[config.mk]
export PLATFORM = sky130hd
export DESIGN_NAME = i2c_reg_sequencer
export DESIGN_NICKNAME = d
export VERILOG_FILES = /design/src/rtl/i2c_reg_sequencer.sv
export SDC_FILE = /design/constraint.sdc
export NUM_CORES = 1
export LEC_CHECK = 0
export BUFFER_PORTS_ARGS = -buffer_cell sky130_fd_sc_hd__buf_2
export CAP_MARGIN = 20
export CORE_ASPECT_RATIO = 1.2
export CORE_MARGIN = 10
export CORE_UTILIZATION = 63
export DETAILED_ROUTE_END_ITERATION = 7
export PLACE_DENSITY_LB_ADDON = 0.15
export SYNTH_ARGS = -nofsm -noshare
export SYNTH_HDL_FRONTEND = slang
export SYNTH_SLANG_ARGS = --single-unit
[constraint.sdc]
create_clock -name clk -period 4.8 [get_ports clk]
set_input_delay 0.48 -clock clk [delete_from_list [all_inputs] [get_ports clk]]
set_output_delay 0.48 -clock clk [all_outputs]
set_load 0.005 [all_outputs]
[src/rtl/i2c_reg_sequencer.sv]
// Register-access sequencer: turns one (dev, reg, rw, len) command into a series
// of byte slots for a downstream I2C byte master, paced by the master's busy edges.
module i2c_reg_sequencer #(
  parameter int TIMEOUT  = 200000,
  parameter int STOP_GAP = 1000
) (
  input  logic       clk,
  input  logic       rst,
  input  logic       wr_we,
  input  logic [2:0] wr_idx,
  input  logic [7:0] wr_data,
  input  logic       cmd_valid,
  output logic       cmd_ready,
  input  logic [6:0] cmd_dev,
  input  logic [7:0] cmd_reg,
  input  logic       cmd_rw,
  input  logic [2:0] cmd_len,
  output logic [7:0] rd_data,
  output logic       rd_valid,
  output logic       done,
  output logic [1:0] err,
  output logic       m_enable,
  output logic [6:0] m_addr,
  output logic       m_rw,
  output logic [7:0] m_data_wr,
  input  logic       m_busy,
  input  logic       m_ack_error,
  input  logic [7:0] m_data_rd
);

  localparam int TW = $clog2(TIMEOUT + 1);
  localparam int GW = $clog2(STOP_GAP + 1);

  typedef enum logic [1:0] {IDLE, START, XFER, DRAIN} state_t;

  state_t          state_q, state_d;
  logic [6:0]      dev_q, dev_d;
  logic [7:0]      reg_q, reg_d;
  logic            rw_q, rw_d;
  logic [2:0]      len_q, len_d;
  logic [7:0][7:0] buf_q, buf_d;
  logic [3:0]      slot_q, slot_d;
  logic [3:0]      fly_q, fly_d;
  logic            busy_q;
  logic            m_enable_q, m_enable_d;
  logic [6:0]      m_addr_q, m_addr_d;
  logic            m_rw_q, m_rw_d;
  logic [7:0]      m_data_wr_q, m_data_wr_d;
  logic [7:0]      rd_data_q, rd_data_d;
  logic            rd_valid_q, rd_valid_d;
  logic            done_q, done_d;
  logic [1:0]      err_q, err_d;
  logic [TW-1:0]   tmo_q, tmo_d;
  logic [GW-1:0]   gap_q, gap_d;

  logic       rise, fall;
  logic [3:0] last_slot;

  assign rise      = m_busy & ~busy_q;
  assign fall      = ~m_busy & busy_q;
  assign last_slot = {1'b0, len_q} + 4'd1;

  assign cmd_ready = (state_q == IDLE);
  assign m_enable  = m_enable_q;
  assign m_addr    = m_addr_q;
  assign m_rw      = m_rw_q;
  assign m_data_wr = m_data_wr_q;
  assign rd_data   = rd_data_q;
  assign rd_valid  = rd_valid_q;
  assign done      = done_q;
  assign err       = err_q;

  always_comb begin
    state_d     = state_q;
    dev_d       = dev_q;
    reg_d       = reg_q;
    rw_d        = rw_q;
    len_d       = len_q;
    buf_d       = buf_q;
    slot_d      = slot_q;
    fly_d       = fly_q;
    m_enable_d  = m_enable_q;
    m_addr_d    = m_addr_q;
    m_rw_d      = m_rw_q;
    m_data_wr_d = m_data_wr_q;
    rd_data_d   = rd_data_q;
    rd_valid_d  = 1'b0;
    done_d      = 1'b0;
    err_d       = err_q;
    tmo_d       = tmo_q;
    gap_d       = gap_q;
    case (state_q)
      IDLE: begin
        if (wr_we) buf_d[wr_idx] = wr_data;
        if (cmd_valid) begin
          dev_d   = cmd_dev;
          reg_d   = cmd_reg;
          rw_d    = cmd_rw;
          len_d   = cmd_len;
          err_d   = 2'b00;
          tmo_d   = '0;
          state_d = START;
        end
      end
      START: begin
        m_enable_d  = 1'b1;
        m_addr_d    = dev_q;
        m_rw_d      = 1'b0;
        m_data_wr_d = reg_q;
        slot_d      = 4'd0;
        fly_d       = 4'd0;
        tmo_d       = '0;
        state_d     = XFER;
      end
      XFER: begin
        if (rise) begin
          // Master has latched slot_q; present the following slot while it shifts.
          tmo_d = '0;
          fly_d = slot_q;
          if (slot_q == last_slot) begin
            m_enable_d = 1'b0;
            gap_d      = '0;
            state_d    = DRAIN;
          end else begin
            slot_d      = slot_q + 4'd1;
            m_rw_d      = rw_q;
            m_data_wr_d = rw_q ? 8'h00 : buf_q[slot_q[2:0]];
          end
        end else if (fall) begin
          tmo_d = '0;
          if (m_ack_error) begin
            m_enable_d = 1'b0;
            err_d      = 2'b01;
            gap_d      = '0;
            state_d    = DRAIN;
          end else if (rw_q && fly_q != 4'd0) begin
            rd_data_d  = m_data_rd;
            rd_valid_d = 1'b1;
          end
        end else if (tmo_q == TW'(TIMEOUT - 1)) begin
          m_enable_d = 1'b0;
          err_d      = 2'b10;
          gap_d      = '0;
          state_d    = DRAIN;
        end else begin
          tmo_d = tmo_q + TW'(1);
        end
      end
      DRAIN: begin
        // The last slot still completes here; a failed command ignores further edges.
        if (fall && err_q == 2'b00) begin
          if (m_ack_error) begin
            err_d = 2'b01;
          end else if (rw_q && fly_q != 4'd0) begin
            rd_data_d  = m_data_rd;
            rd_valid_d = 1'b1;
          end
        end
        if (m_busy) begin
          gap_d = '0;
        end else if (gap_q == GW'(STOP_GAP - 1)) begin
          gap_d   = '0;
          done_d  = 1'b1;
          state_d = IDLE;
        end else begin
          gap_d = gap_q + GW'(1);
        end
      end
      default: state_d = IDLE;
    endcase
  end

  always_ff @(posedge clk or posedge rst) begin
    if (rst) begin
      state_q     <= IDLE;
      dev_q       <= '0;
      reg_q       <= '0;
      rw_q        <= 1'b0;
      len_q       <= '0;
      slot_q      <= '0;
      fly_q       <= '0;
      busy_q      <= 1'b0;
      m_enable_q  <= 1'b0;
      m_addr_q    <= '0;
      m_rw_q      <= 1'b0;
      m_data_wr_q <= '0;
      rd_data_q   <= '0;
      rd_valid_q  <= 1'b0;
      done_q      <= 1'b0;
      err_q       <= 2'b00;
      tmo_q       <= '0;
      gap_q       <= '0;
    end else begin
      state_q     <= state_d;
      dev_q       <= dev_d;
      reg_q       <= reg_d;
      rw_q        <= rw_d;
      len_q       <= len_d;
      slot_q      <= slot_d;
      fly_q       <= fly_d;
      busy_q      <= m_busy;
      m_enable_q  <= m_enable_d;
      m_addr_q    <= m_addr_d;
      m_rw_q      <= m_rw_d;
      m_data_wr_q <= m_data_wr_d;
      rd_data_q   <= rd_data_d;
      rd_valid_q  <= rd_valid_d;
      done_q      <= done_d;
      err_q       <= err_d;
      tmo_q       <= tmo_d;
      gap_q       <= gap_d;
    end
  end

  // Write buffer is deliberately not reset.
  always_ff @(posedge clk) begin
    buf_q <= buf_d;
  end

endmodule

# After elaboration in Yosys (flattened, before gate mapping)
# Index checks and enable logic that the tools add are counted.
[totals]
ff_bits = 151
input_bits = 44
out_inout_bits = 30
wordCells = 143
[classes]
addsub = 4
order_cmp = 3
eq_ne = 19
n_mux = 67
bitwise_logic = 4
reduce_logical = 20
[op_table]
columns = ["cell", "n"]
rows = [
  ["$mux W8", 10],
  ["$mux W18", 4],
  ["$mux W10", 7],
  ["$bwmux W64", 1],
  ["$pmux W18 S3", 1],
  ["$pmux W8 S2", 2],
  ["$mux W2", 14],
  ["$bmux W8 S3", 1],
  ["$demux W8 S3", 1],
  ["$pmux W10 S2", 1],
  ["$add A18 B1 Y18 const B", 1],
  ["$eq A18 B18 Y1 const B", 1],
  ["$ne A2 B2 Y1 const B", 8],
  ["$pmux W4 S2", 2],
  ["$mux W1", 15],
  ["$mux W4", 3],
  ["$ne A4 B4 Y1 const B", 3],
  ["$reduce_and A4 Y1", 3],
  ["$add A10 B1 Y10 const B", 1],
  ["$eq A10 B10 Y1 const B", 1],
  ["$lt A3 B4 Y1 const B", 2],
  ["$pmux W2 S4", 1],
  ["$ne A3 B3 Y1 const B", 2],
  ["$pmux W1 S2", 3],
  ["other kinds (18)", 29],
]

# Logic depth before layout (Yosys ltp)
[logic_depth]
depth_word = 7
ltp_mapped = 11

# Worst setup path after synthesis
# Ideal clock, no wire load.
[synth_timing]
path_type = "reg-to-reg"
from = "reg len_q[0]"
to = "reg gap_q[9]"
setup_ns = 0.132
arrival_ns = 2.064
path_slack_ns = 2.604
stages_incl_launch_ff = 10
path_buffers = 2
synth_period_minus_slack_ns = 2.196
path_cell_list = "dfrtp_1 > ha_1 > xor2_1 > a211o_1 > o21ai_2 > buf_2 > nand4b_1 > clkbuf_1 > o21ai_0 > o41ai_2"
[synth_via]
elab_chain_cells = 4
[synth_rtl]
columns = ["element", "line_no", "rtl"]
rows = [
  ["from (decl)", "40", "logic [2:0] len_q, len_d;"],
  ["from (signal assigned)", "198", "len_q <= len_d;"],
  ["$add A3 B1 Y4", "61", "assign last_slot = {1'b0, len_q} + 4'd1;"],
  ["$eq A4 B4 Y1", "120", "if (slot_q == last_slot) begin"],
  ["$ne A3 B3 Y1 (no source line)", "n/a", ""],
  ["$reduce_and A4 Y1 (no source line)", "n/a", ""],
  ["to (signal assigned)", "211", "gap_q <= gap_d;"],
  ["to (decl)", "54", "logic [GW-1:0] gap_q, gap_d;"],
]
# Every way passes these cells.
# A chain may end at the register's enable or synchronous reset.

# Worst setup path after layout
[layout_timing]
from = "reg slot_q[2]"
to = "reg gap_q[9]"
[layout_via]
elab_chain_cells = 3
[layout_rtl]
columns = ["element", "line_no", "rtl"]
rows = [
  ["from (decl)", "42", "logic [3:0] slot_q, slot_d;"],
  ["from (signal assigned)", "199", "slot_q <= slot_d;"],
  ["$eq A4 B4 Y1", "120", ""],
  ["$ne A3 B3 Y1 (no source line)", "n/a", ""],
  ["$reduce_and A4 Y1 (no source line)", "n/a", ""],
]
# Every way passes these cells.

==> results.md <==
- Grt peak-use layer: met2
- Syn Std Cell Area: about 0.0066 mm²
- Initial antenna violation count: 0
- Die ar.: between 0.015 and 0.02 mm²
- Core ar.: roughly 0.010 mm²
- Primary FF master, synth: dfrtp_1
- Clk buf depth: 2
- Synthesized flop and latch total: between 150 and 200
- Startpoint types: flip-flop
- Crit path from: slot_q[2]
- Pre-CTS setup slack: 1720 ps
- R2r setup slk: between 1500 and 2000 ps
- Hold Crit Start: m_busy
- Reg-to-Reg Start: slot_q[2]
- Hold Slack: 234 ps
- Hold Crit Depth: 1
- Post-route minimum period: 3170 ps
- Syn Area/Cell: approximately 13 µm²
- Layout cells sized above 1: 0.298
- Setup CP Type: flip-flop to flip-flop
- Tcrit/Tclk final: 0.659
- Clock Skew: between 8 and 9 ps
- GRT met3 Usage: 0.0392
- M2 GR Usage: 0.343
- Syn nets: ~550
- Wire per inst: between 15 and 20 µm
- R2R depth: 6
- TritonCTS clock tree: done
- Sequential share of the synthesized area: 0.618
- CP endpoint kind: flip-flop
- Slew margin rel.: 0.382
- Synth Instances: 499
- Worst-Skew Late Latency: ~400 ps
- Endpoints failing hold: 0
- DRT Pass-1 Iters: 4
- Cell Pwr Density: approximately 550 mW/mm²
- # setup viols final: 0
- N_diodes: 0
- Layout area overhead: 17.8%
- I/O pins: 74
- Post-synth EDFFs: 64
- Yosys warnings: 0
- CTS resizes: 0
- CP Data Required Time: approximately 5100 ps
- Leakage power: between 3 and 4 nW
- Die X: ~110 µm
- Post-CTS setup buffers: 0
- ANT nets after route: 0
- DRC: 0
- Initial Util: 0.637
- Post-route setup slack: between 1500 and 2000 ps
- Unrepaired setup endpoints after global routing: false
- Fin nets: 635
- Pin count of the biggest net entering global routing: 63
- Max Slew Vio Count: 0
- Worst-path clk slew: about 60 ps
- Num CTS Buffers: 17
- Gpl congestion: roughly 0.8
- Actual slew at the worst max-slew pin: 924 ps
- Drt total wl: between 10,000 and 15,000 µm
- Height of the chip: approximately 130 µm
- Synth unique cells: 50
- Async set-reset flop share out of synthesis: 0.576
- Row cnt: 41
- CTS root buf: clkbuf_16
- Crit path DAT: about 3400 ps
- CP max FO: 20
- First-pass GRT wire length: 22,900 µm
- H-tree depth: 4
- Via count: around 4,300
- Status: completed
- HPWL after DPL: approximately 9600 µm
- I/O Buffers: 73
- Worst vdd ir: 0.304 mV
- Clock net sink count: about 150
- Vias in the first global route: about 4,500
- Post-route setup TNS: 0 ps
- M1 GR Usage: 0.221
- Number of max-cap violations: 0
- Detail-routed via count per cell: about 6
- # hold bufs at CTS: 0
- Total GRT Usage: 0.192
- Hold path endpoint: busy_q
- Gr ovfl total: 0
- R2R Path End: gap_q[9]
- Iteration-0 DRC Markers: 237
- Worst Hold Class: input pin to flip-flop
- Fmax: around 320 MHz
-- cell families after synthesis --
logic type,after synthesis,share of synthesized area
simple gates,156,0.123
flops,151,0.618
compound gates,74,0.0768
mux,59,0.126
buf+inv,38,0.0234
xor+xnor,11,0.0145
fa+ha+maj,10,0.0189
-- final cells by class --
| class | count | area [µm²] |
|---|---|---|
| clock inverter | 13 | 193 |
| fill | 648 | 2600 |
| multi-input combinational | 310 | 2380 |
| inverter | 17 | 65.1 |
| clock buffer | 19 | 443 |
| sequential | 151 | 4100 |
| timing repair buffer | 84 | 470 |
| tap | 129 | 161 |
-- Yosys cell counts, types with 6 or more instances --
| cell type | count | area, µm² |
|---|---|---|
| o21ai_0 | 29 | 145 |
| dfrtp_1 | 87 | 2180 |
| nor2_1 | 37 | 139 |
| edfxtp_1 | 64 | 1920 |
| nor3_1 | 7 | 35.0 |
| o31ai_1 | 8 | 60.1 |
| xnor2_1 | 8 | 70.1 |
| nor2b_1 | 7 | 43.8 |
| mux2i_1 | 8 | 80.1 |
| clkbuf_1 | 12 | 45.0 |
| nand3_1 | 19 | 95.1 |
| ha_1 | 10 | 125 |
| a21oi_1 | 8 | 40.0 |
| inv_1 | 17 | 63.8 |
| nand2_1 | 37 | 139 |
| nand3b_1 | 6 | 45.0 |
| o221ai_1 | 8 | 70.1 |
| mux2_2 | 35 | 394 |
| mux4_2 | 16 | 360 |
-- registers in the layout (all words and copies together), names as in the netlist, 2 cells and up --
register and cells:
slot_q 4, m_addr 7, len_q 3, tmo_q 18
reg_q 8, buf_q 64, gap_q 10, m_data_wr 8
rd_data 8, err 2, dev_q 7, state_q 2
fly_q 4
-- per-layer routing --
layer  up-vias  routed length, µm
li1       2021                  -
met2        99               7850
met1      2177               5460
met5         -                  0
met3        14                555
met4         0                145
-- worst max path at each step --
stage / end / cells after the start
2_1_floorplan: busy_q / 1
3_3_place_gp: gap_q[9] / 6
3_5_place_dp: gap_q[9] / 6
4_1_cts: gap_q[9] / 6
5_1_grt: gap_q[9] / 6
6_report: gap_q[9] / 6
-- critical path, cell delays in order, from the launching register on --
cell	delay, ps
dfrtp_1	790
xnor2_1	210
a211o_1	320
o21ai_2	670
nand4b_1	550
o21ai_0	370
o41ai_2	110
-- layout by cell type (no fill, tap or decap), drive strengths merged, types with 4 or more instances in the layout --
master,synthesis,final
nor3b,4,4
clkinv,0,4
o21ai,31,31
nand2,37,37
xnor2,8,8
a21oi,8,8
o221ai,8,8
nor2b,7,7
nand2b,4,4
nand4,5,5
nor4,5,5
buf,9,83
inv,17,20
mux4,16,16
o31ai,8,8
or3,5,5
nor2,37,37
a22o,4,4
dfrtp,87,87
ha,10,10
nor3,7,7
mux2,35,35
edfxtp,64,64
o41ai,5,5
mux2i,8,8
clkbuf,12,19
or2,4,4
nand3b,6,6
nand3,21,21
and3,5,5
bufinv,0,4
-- through the flow --
stage | total power, W | utilization | std cells | instance area [µm²]
6_report | 0.00427 | 0.750 | 723 | 7820
4_1_cts | 0.00430 | 0.747 | 721 | 7780
3_3_place_gp | 0.00282 | 0.686 | 689 | 7140
5_1_grt | 0.00450 | 0.750 | 723 | 7820
2_1_floorplan | 0.00252 | - | 499 | 6630
3_5_place_dp | 0.00288 | 0.686 | 689 | 7140
-- power breakdown --
part	internal [W]	switching, W	leakage (nW)
Combinational	0.000529	0.000605	1.16
Clock	0.000892	0.000525	0.305
Sequential	0.00159	0.000137	1.70
No activity file was read; power rests on OpenSTA's default activity.
